**src/rtl/credential_gate_if.sv**
```systemverilog
// credential_gate_if: operator-side inputs and door-controller events of the credential gate
interface credential_gate_if #(
  parameter int CODE_W = 5
);
  logic [CODE_W-1:0] code_sw;
  logic              verify_btn;
  logic              clear_lock;
  logic              grant;
  logic              deny;
  logic              locked;
  logic [3:0]        fail_cnt;
  logic              busy;
  modport master (
    output code_sw, verify_btn, clear_lock,
    input  grant, deny, locked, fail_cnt, busy
  );
  modport slave (
    input  code_sw, verify_btn, clear_lock,
    output grant, deny, locked, fail_cnt, busy
  );
endinterface

```
**src/rtl/credential_gate.sv**
```systemverilog
// credential_gate: debounced code check issuing grant/deny pulses with failure count and timed lockout
module credential_gate #(
  parameter int                CODE_W      = 5,
  parameter logic [CODE_W-1:0] CODE        = CODE_W'(5'b11010),
  parameter int                DEB_CYCLES  = 500_000,
  parameter int                MAX_FAIL    = 3,
  parameter int                LOCK_CYCLES = 250_000_000
) (
  input  logic              clk,
  input  logic              rst_n,
  credential_gate_if.slave  bus
);
  typedef enum logic [1:0] {IDLE, CHECK, WAIT_REL, LOCKOUT} state_t;
  localparam logic [31:0] DEB_LAST  = 32'(DEB_CYCLES - 1);
  localparam logic [31:0] LOCK_LAST = 32'(LOCK_CYCLES - 1);
  localparam logic [3:0]  FAIL_MAX  = 4'(MAX_FAIL);
  state_t            state, state_d;
  logic [1:0]        btn_sync;
  logic [CODE_W-1:0] code_s1, code_s2, code_lat, code_d;
  logic              deb_lvl, verify_evt;
  logic [31:0]       deb_cnt, lock_cnt, lock_d;
  logic [3:0]        fail_cnt, fail_d;
  logic              grant, deny, grant_d, deny_d;
  // two-flop synchronizers for the asynchronous button and code switches
  always_ff @(posedge clk or negedge rst_n)
    if (!rst_n) begin
      btn_sync <= '0;
      code_s1  <= '0;
      code_s2  <= '0;
    end else begin
      btn_sync <= {btn_sync[0], bus.verify_btn};
      code_s1  <= bus.code_sw;
      code_s2  <= code_s1;
    end
  // debounce: level follows the input only after DEB_CYCLES straight mismatching cycles; rising flip emits verify_evt
  always_ff @(posedge clk or negedge rst_n)
    if (!rst_n) begin
      deb_cnt    <= '0;
      deb_lvl    <= 1'b0;
      verify_evt <= 1'b0;
    end else if (btn_sync[1] != deb_lvl && deb_cnt == DEB_LAST) begin
      deb_cnt    <= '0;
      deb_lvl    <= btn_sync[1];
      verify_evt <= btn_sync[1];
    end else begin
      deb_cnt    <= (btn_sync[1] != deb_lvl) ? deb_cnt + 32'd1 : '0;
      verify_evt <= 1'b0;
    end
  // state and registered outputs
  always_ff @(posedge clk or negedge rst_n)
    if (!rst_n) begin
      state    <= IDLE;
      code_lat <= '0;
      fail_cnt <= '0;
      lock_cnt <= '0;
      grant    <= 1'b0;
      deny     <= 1'b0;
    end else begin
      state    <= state_d;
      code_lat <= code_d;
      fail_cnt <= fail_d;
      lock_cnt <= lock_d;
      grant    <= grant_d;
      deny     <= deny_d;
    end
  // next state: a CHECK verdict overrides a concurrent supervisor clear
  always_comb begin
    state_d = state;
    code_d  = code_lat;
    fail_d  = bus.clear_lock ? '0 : fail_cnt;
    lock_d  = '0;
    grant_d = 1'b0;
    deny_d  = 1'b0;
    case (state)
      IDLE: if (verify_evt) begin
        code_d  = code_s2;
        state_d = CHECK;
      end
      CHECK: begin
        grant_d = code_lat == CODE;
        deny_d  = code_lat != CODE;
        fail_d  = grant_d ? '0 : fail_cnt + 4'd1;
        state_d = (deny_d && fail_cnt + 4'd1 == FAIL_MAX) ? LOCKOUT : WAIT_REL;
      end
      WAIT_REL: if (!deb_lvl) state_d = IDLE;
      LOCKOUT: begin
        lock_d = lock_cnt + 32'd1;
        if (bus.clear_lock || lock_cnt == LOCK_LAST) begin
          lock_d  = '0;
          fail_d  = '0;
          state_d = WAIT_REL;
        end
      end
      default: state_d = IDLE;
    endcase
  end
  assign bus.grant    = grant;
  assign bus.deny     = deny;
  assign bus.locked   = state == LOCKOUT;
  assign bus.fail_cnt = fail_cnt;
  assign bus.busy     = state != IDLE;
endmodule

```
**src/flat_wrapper.sv**
```systemverilog
// flat-port wrapper written by rule: the top's interface ports become plain ports
module credential_gate_flat 
#(
  parameter int                CODE_W      = 5,
  parameter logic [CODE_W-1:0] CODE        = CODE_W'(5'b11010),
  parameter int                DEB_CYCLES  = 500_000,
  parameter int                MAX_FAIL    = 3,
  parameter int                LOCK_CYCLES = 250_000_000
)
  (clk, rst_n, bus_code_sw, bus_verify_btn, bus_clear_lock, bus_grant, bus_deny, bus_locked, bus_fail_cnt, bus_busy);
  credential_gate_if #(.CODE_W(CODE_W)) bus_i ();
  input  logic clk;
  input  logic rst_n;
  input wire logic [$bits(bus_i.code_sw)-1:0] bus_code_sw;
  input wire logic [$bits(bus_i.verify_btn)-1:0] bus_verify_btn;
  input wire logic [$bits(bus_i.clear_lock)-1:0] bus_clear_lock;
  output wire logic [$bits(bus_i.grant)-1:0] bus_grant;
  output wire logic [$bits(bus_i.deny)-1:0] bus_deny;
  output wire logic [$bits(bus_i.locked)-1:0] bus_locked;
  output wire logic [$bits(bus_i.fail_cnt)-1:0] bus_fail_cnt;
  output wire logic [$bits(bus_i.busy)-1:0] bus_busy;
  assign bus_i.code_sw = bus_code_sw;
  assign bus_i.verify_btn = bus_verify_btn;
  assign bus_i.clear_lock = bus_clear_lock;
  assign bus_grant = bus_i.grant;
  assign bus_deny = bus_i.deny;
  assign bus_locked = bus_i.locked;
  assign bus_fail_cnt = bus_i.fail_cnt;
  assign bus_busy = bus_i.busy;
  credential_gate #(.CODE_W(CODE_W), .CODE(CODE), .DEB_CYCLES(DEB_CYCLES), .MAX_FAIL(MAX_FAIL), .LOCK_CYCLES(LOCK_CYCLES)) u_core (.clk(clk), .rst_n(rst_n), .bus(bus_i));
endmodule
```
**config.mk**
```make
export PLATFORM = sky130hd
export DESIGN_NAME = credential_gate_flat
export DESIGN_NICKNAME = d
export VERILOG_FILES = /design/src/rtl/credential_gate_if.sv /design/src/rtl/credential_gate.sv /design/src/flat_wrapper.sv
export SDC_FILE = /design/constraint.sdc
export NUM_CORES = 1
export LEC_CHECK = 0
export ABC_CLOCK_PERIOD_IN_PS = 1500
export CAP_MARGIN = 20
export CORE_MARGIN = 1
export CORE_UTILIZATION = 55
export DETAILED_ROUTE_END_ITERATION = 8
export PLACE_DENSITY = 0.84
export SLEW_MARGIN = 10
export SYNTH_ARGS = -nofsm -noshare
export SYNTH_HDL_FRONTEND = slang
export SYNTH_SLANG_ARGS = --single-unit
```
**constraint.sdc**
```tcl
create_clock -name clk -period 1.5 [get_ports clk]
set_input_delay 0.3 -clock clk [delete_from_list [all_inputs] [get_ports clk]]
set_output_delay 0.3 -clock clk [all_outputs]
set_load 0.03 [all_outputs]
```
== Yosys cells after proc, flatten, opt, wreduce, memory -nomap -nowiden ==
Cells that the tools add are included.

* Input port bits: 9
* Bits in registers: 91
* Word-level logic and storage cells: 50

* Equality and inequality tests: 12
* Add/subtract/negate cells: 3
* Multiplexer cells: 16
* Reductions and logical operators: 7

{| class="wikitable"
|+ Operators with widths
! operator !! count
|-
| 2-to-1 mux 32 bit || 4
|-
| adder 32 x 1 -> 32 bit (second input constant) || 2
|-
| == test 32 x 19 -> 1 bit (second input constant) || 1
|-
| == test 32 x 28 -> 1 bit (second input constant) || 1
|-
| 2-to-1 mux 4 bit || 3
|-
| one-hot mux 2 bit (4 select lines) || 1
|-
| one-hot mux 4 bit (2 select lines) || 1
|-
| 2-to-1 mux 2 bit || 3
|-
| == test 5 bit (second input constant) || 1
|-
| != test 5 bit (second input constant) || 1
|-
| adder 4 x 1 -> 4 bit (second input constant) || 1
|-
| == test 2 bit (second input constant) || 2
|-
| == test 4 x 2 -> 1 bit (second input constant) || 1
|-
| 2-to-1 mux 1 bit || 4
|-
| != test 2 x 1 -> 1 bit (second input constant) || 2
|-
| AND reduction 3 bit || 1
|-
| == test 2 x 1 -> 1 bit (second input constant) || 1
|-
| logical AND 1 bit || 2
|-
| logical NOT 2 bit || 1
|-
| != test 2 bit (second input constant) || 1
|-
| AND reduction 2 bit || 1
|-
| nonzero test 2 bit || 1
|-
| logical OR 1 bit || 1
|-
| != test 1 bit || 1
|}

== Longest topological paths before layout ==
* Depth in word-level cells: 5
* Gate-level depth with buffers: 8

== Worst setup path after synthesis ==
OpenSTA, ideal clock, no wires.

* Path type: register -> register
* Start point: register u_core.deb_cnt[9]
* End point: register u_core.deb_cnt[25]
* Arrival time: 1,497 ps
* Cell stages (with the launch flop): 9
* Buffers on the path: 3
* Setup slack: -116 ps
* Data required time: 1,381 ps
* Cells stage by stage: dfrtp_1 -> buf_2 -> nor4b_1 -> nand4_1 -> nor3_2 -> or2_1 -> buf_2 -> buf_6 -> nor2_1

* Cells in the longest elaborated chain, start to end: 3
* Elaborated cells between the ends (all ways): 5
* Those cells by class: add/sub: 1; eq/ne: 1; mux: 2; reduce/logical: 1

{| class="wikitable"
|+ RTL lines
! item !! RTL line !! source
|-
| start, declared || credential_gate.sv:21 || <nowiki>logic [31:0] deb_cnt, lock_cnt, lock_d;</nowiki>
|-
| start signal, assigned || credential_gate.sv:46 || <nowiki>deb_cnt <= (btn_sync[1] != deb_lvl) ? deb_cnt + 32'd1 : '0;</nowiki>
|-
| adder 32 x 1 -> 32 bit / == test 32 x 19 -> 1 bit (equally long branches) || credential_gate.sv:46, credential_gate.sv:41 ||
|-
| 2-to-1 mux 32 bit / logical AND 1 bit (equally long branches) || credential_gate.sv:46, credential_gate.sv:41 ||
|-
| 2-to-1 mux 32 bit * || credential_gate.sv:41 || <nowiki>end else if (btn_sync[1] != deb_lvl && deb_cnt == DEB_LAST) begin</nowiki>
|}

Every way passes the cells marked *; elsewhere a longest branch is shown, timed or not.
A chain may end at the register's enable or synchronous reset.

== Worst setup path after layout ==
* Start point: register u_core.deb_cnt[20]
* End point: register u_core.deb_cnt[2]

* Cells in the longest elaborated chain, start to end: 3

{| class="wikitable"
|+ RTL lines
! item !! RTL line
|-
| == test 32 x 19 -> 1 bit || credential_gate.sv:41
|-
| logical AND 1 bit || credential_gate.sv:41
|-
| 2-to-1 mux 32 bit || credential_gate.sv:41
|}

No other way between the ends.

==> out/qor.csv <==
stage,metric,value,unit
finish,"Core Util, Final",82.1,%
synthesis,complex-gate fraction of the synthesized area,1.74,%
synthesis,#FFs+latches synth,91,
drt,DR vias,4028,
synthesis,top post-synthesis cells by count,"dfrtp_1, nor2_1, xnor2_1, xor2_1, nand3_1",
placement,RePlAce Congestion,0.867,
clock_network,Worst-path clk slew,100,ps
synthesis,Synth Area in Simple Gates,27.8,%
grt,GRT Residual Overflow,0,
synthesis,"Seq/Total Area, Yosys",51.9,%
grt,first-pass GRT wire length,20100,um
outcome,failing checks,setup timing,
setup_path,CP required,1760,ps
placement,"worst slack, placed",-240,ps
die,Die H,91.3,um
synthesis,top post-synthesis cells by area,"dfrtp_1, xnor2_1, nor2_1",
clock_network,clock buffer depth,2,
die,FP Rows,32,
synthesis,ys async rst share,100,%
placement,number of port buffers,16,
synthesis,top_reg_cell synth,dfrtp_1,
synthesis,yosys warns,0,
drt,drt initial violations,310,
outcome,status,finished with violations,
die,Initial Utilization,56.8,%
drt,1st-pass router iterations,7,
synthesis,xor/xnor share of the synthesized area,12.4,%
setup_path,Setup Crit Path Kind,flop to flop,
drt,DRC Markers,0,
synthesis,Synth Net Count,433,
worst_hold_path,hold path depth,0,
synthesis,largest family of logic cells by synthesized area,simple AND/OR/NAND/NOR gates,
die,Die Area,8330,sq um
power,VDD IR-drop max,0.000536,V
sta,"Slew Viols, Final",0,
sta,clock skew,11.7,ps
placement,hpwl dp,7210,um
setup_path,R2R cell count,7,
sta,Final min period,1860,ps
drt,WL final,14700,um
grt,pin count of the biggest net entering global routing,34,
sta,worst-margin pin slew,425,ps
grt,initial antenna violation count,0,
clock_network,clk_lat worst skew,370,ps
synthesis,Yosys cell types,47,
sta,RSZ-0062 raised after global routing,yes,
flow_run,MaxCap Viol Count,0,
synthesis,"area leader, netlist",dfrtp_1,
die,Die Width,91.3,um
clock_network,TritonCTS sink count,91,
sta,final hold vios,0,
drt,DRT antenna net count,0,
power,PwrDens,675,nW/um^2
finish,layout cells sized above 1,44.3,%
finish,Nets,559,
worst_hold_path,Hold Path Class,flop to flop,
setup_path,crit end category,flop,
die,I/O pin count,17,
power,Leakage,2.80,nW
grt,all-layer global routing usage,31.5,%
finish,area grow syn2layout,44.6,%
clock_network,CTS tree,built,
drt,DR WL/cell,22.5,um
clock_network,CTS H-Tree Depth,3,
power,Total Power,0.00428,W
synthesis,"count leader, synth",dfrtp_1,
drt,vias per cell,6.17,
synthesis,number of synthesized flops with an enable pin,0,
sta,fmax,537,MHz
finish,diode count,0,
synthesis,top cell type's share of synthesized area,51.9,%
clock_network,Clock Tree Root,clkbuf_8,
sta,post-route setup slack,-363,ps
sta,fin crit share,124,%
setup_path,CP startpoint kind,flop,
synthesis,post-synthesis area per instance,10.4,sq um
synthesis,Post-Synthesis Cells,420,
grt,number of global-route vias before repair,4090,
sta,"Setup violations, final",72,
sta,Slew HR,71.8,%
die,core box area,7730,sq um
synthesis,Post-Synth Adder-Cell Area,1.14,%
setup_path,CP Max Fanout,5,
clock_network,Num CTS Buffers,9,
setup_path,arrival time worst endpoint,2120,ps
synthesis,synthesized area,4390,sq um
synthesis,mux share of post-synthesis cell area,1.54,%
metal layers:
metal	up-vias	part of all wire, %	wire [um]	track usage, %
li1	1703	-	-	-
met1	1976	35	5150	35.5
met2	247	51	7540	56.4
met3	102	6.7	981	5.70
met4	0	6.8	1010	17.2
met5	-	0	0	0
path summary, 6_finish.rpt:
| path | from | endpoint | slack (ps) |
|---|---|---|---|
| worst max-delay path | u_core.deb_cnt[20] | u_core.deb_cnt[2] | -360 |
| worst min-delay path | u_core.code_s1[1] | u_core.code_s2[1] | 350 |
| worst max register to register | u_core.deb_cnt[20] | u_core.deb_cnt[2] | -360 |
| worst min register to register | u_core.code_s1[1] | u_core.code_s2[1] | 350 |
| max in group asynchronous | rst_n | u_core.code_s2[4] | 600 |
| min in group asynchronous | rst_n | u_core.bus.fail_cnt[2] | 380 |
layout make-up:
class                   count  area [sq um]
multi-input cells         303          2460
flip-flops and latches     91          2280
fillers                   361          1390
repair buffers            131          1250
clock buffers              10           128
well taps                 102           128
clock inverters             6          53.8
inverters                  10          37.5
report_power, final:
| part | leakage, nW | switching (W) | internal, W |
|---|---|---|---|
| Sequential | 1.23 | 0.0000126 | 0.00247 |
| Combinational | 1.47 | 0.000105 | 0.0000853 |
| Clock | 0.0898 | 0.000966 | 0.000636 |
| Total | 2.80 | 0.00108 | 0.00319 |
kinds of logic (layout without fill, tap and decap cells):
family,Yosys count,count (layout)
adder cells (fa/ha/maj),4,4
buffers and inverters,26,157
XOR/XNOR,62,62
flip-flops,91,91
AND/OR/NAND/NOR,219,219
multiplexers,6,6
AO/OA/AOI/OAI,12,12
timing repair:
item	in CTS	in global routing
endpoints found under the setup margin	83	77
hold buffers	1	0
resized for setup	76	92
endpoints found under the hold margin	23	0
setup buffers	11	10
pin swaps	28	26
cloned	3	4
sequential cells by signal (all words and copies together) (netlist names):
| name | flops |
|---|---|
| u_core.deb_cnt | 32 |
| u_core.deb_lvl | 1 |
| u_core.bus.grant | 1 |
| u_core.code_lat | 5 |
| u_core.code_s2 | 5 |
| u_core.bus.deny | 1 |
| u_core.verify_evt | 1 |
| u_core.code_s1 | 5 |
| u_core.bus.fail_cnt | 4 |
| u_core.lock_cnt | 32 |
| u_core.btn_sync | 2 |
| u_core.state | 2 |
critical path: stages, from the launching register on:
cell and delay, ps:
dfrtp_1 450, nor4b_2 310, nand4_1 250, nor3_4 240, or2_4 210, buf_12 120
buf_6 130, nor2_2 40
metrics by stage:
step | area, sq um | setup TNS, ps | hold WS, ps | cells
2_1_floorplan | 4430 | -1330 | 4.41 | 420
3_3_place_gp | 5300 | -7720 | 235 | 611
3_5_place_dp | 5300 | -12280 | 242 | 611
4_1_cts | 5900 | -9920 | 351 | 642
5_1_grt | 6340 | -24200 | 349 | 653
6_report | 6340 | -20980 | 351 | 653
layout by cell type, fill, tap and decap left out, types with 2 or more instances in the layout:
master,count
inv_6,3
nor2_1,20
and3_1,9
nand3_2,6
nand4_4,2
xor2_2,2
clkbuf_16,3
mux2_4,6
xnor2_1,32
or2_4,2
o21ai_1,5
ha_1,2
nand3_1,23
dfrtp_2,4
nor3_4,2
nor4_4,7
nand2_1,23
and4_1,11
xor2_1,27
nor4_1,4
clkbuf_8,9
nor4_2,5
nor2_2,36
and4_4,5
nor3_1,11
clkdlybuf4s50_1,7
ha_2,2
inv_1,10
buf_4,89
buf_12,10
dfrtp_1,87
nand2b_1,3
and2_4,3
dlygate4sd2_1,5
and3_2,3
buf_6,14
nand4_1,14
nor4b_2,2
nor2_4,16
Note: power is estimated with default switching activity, not from simulation.
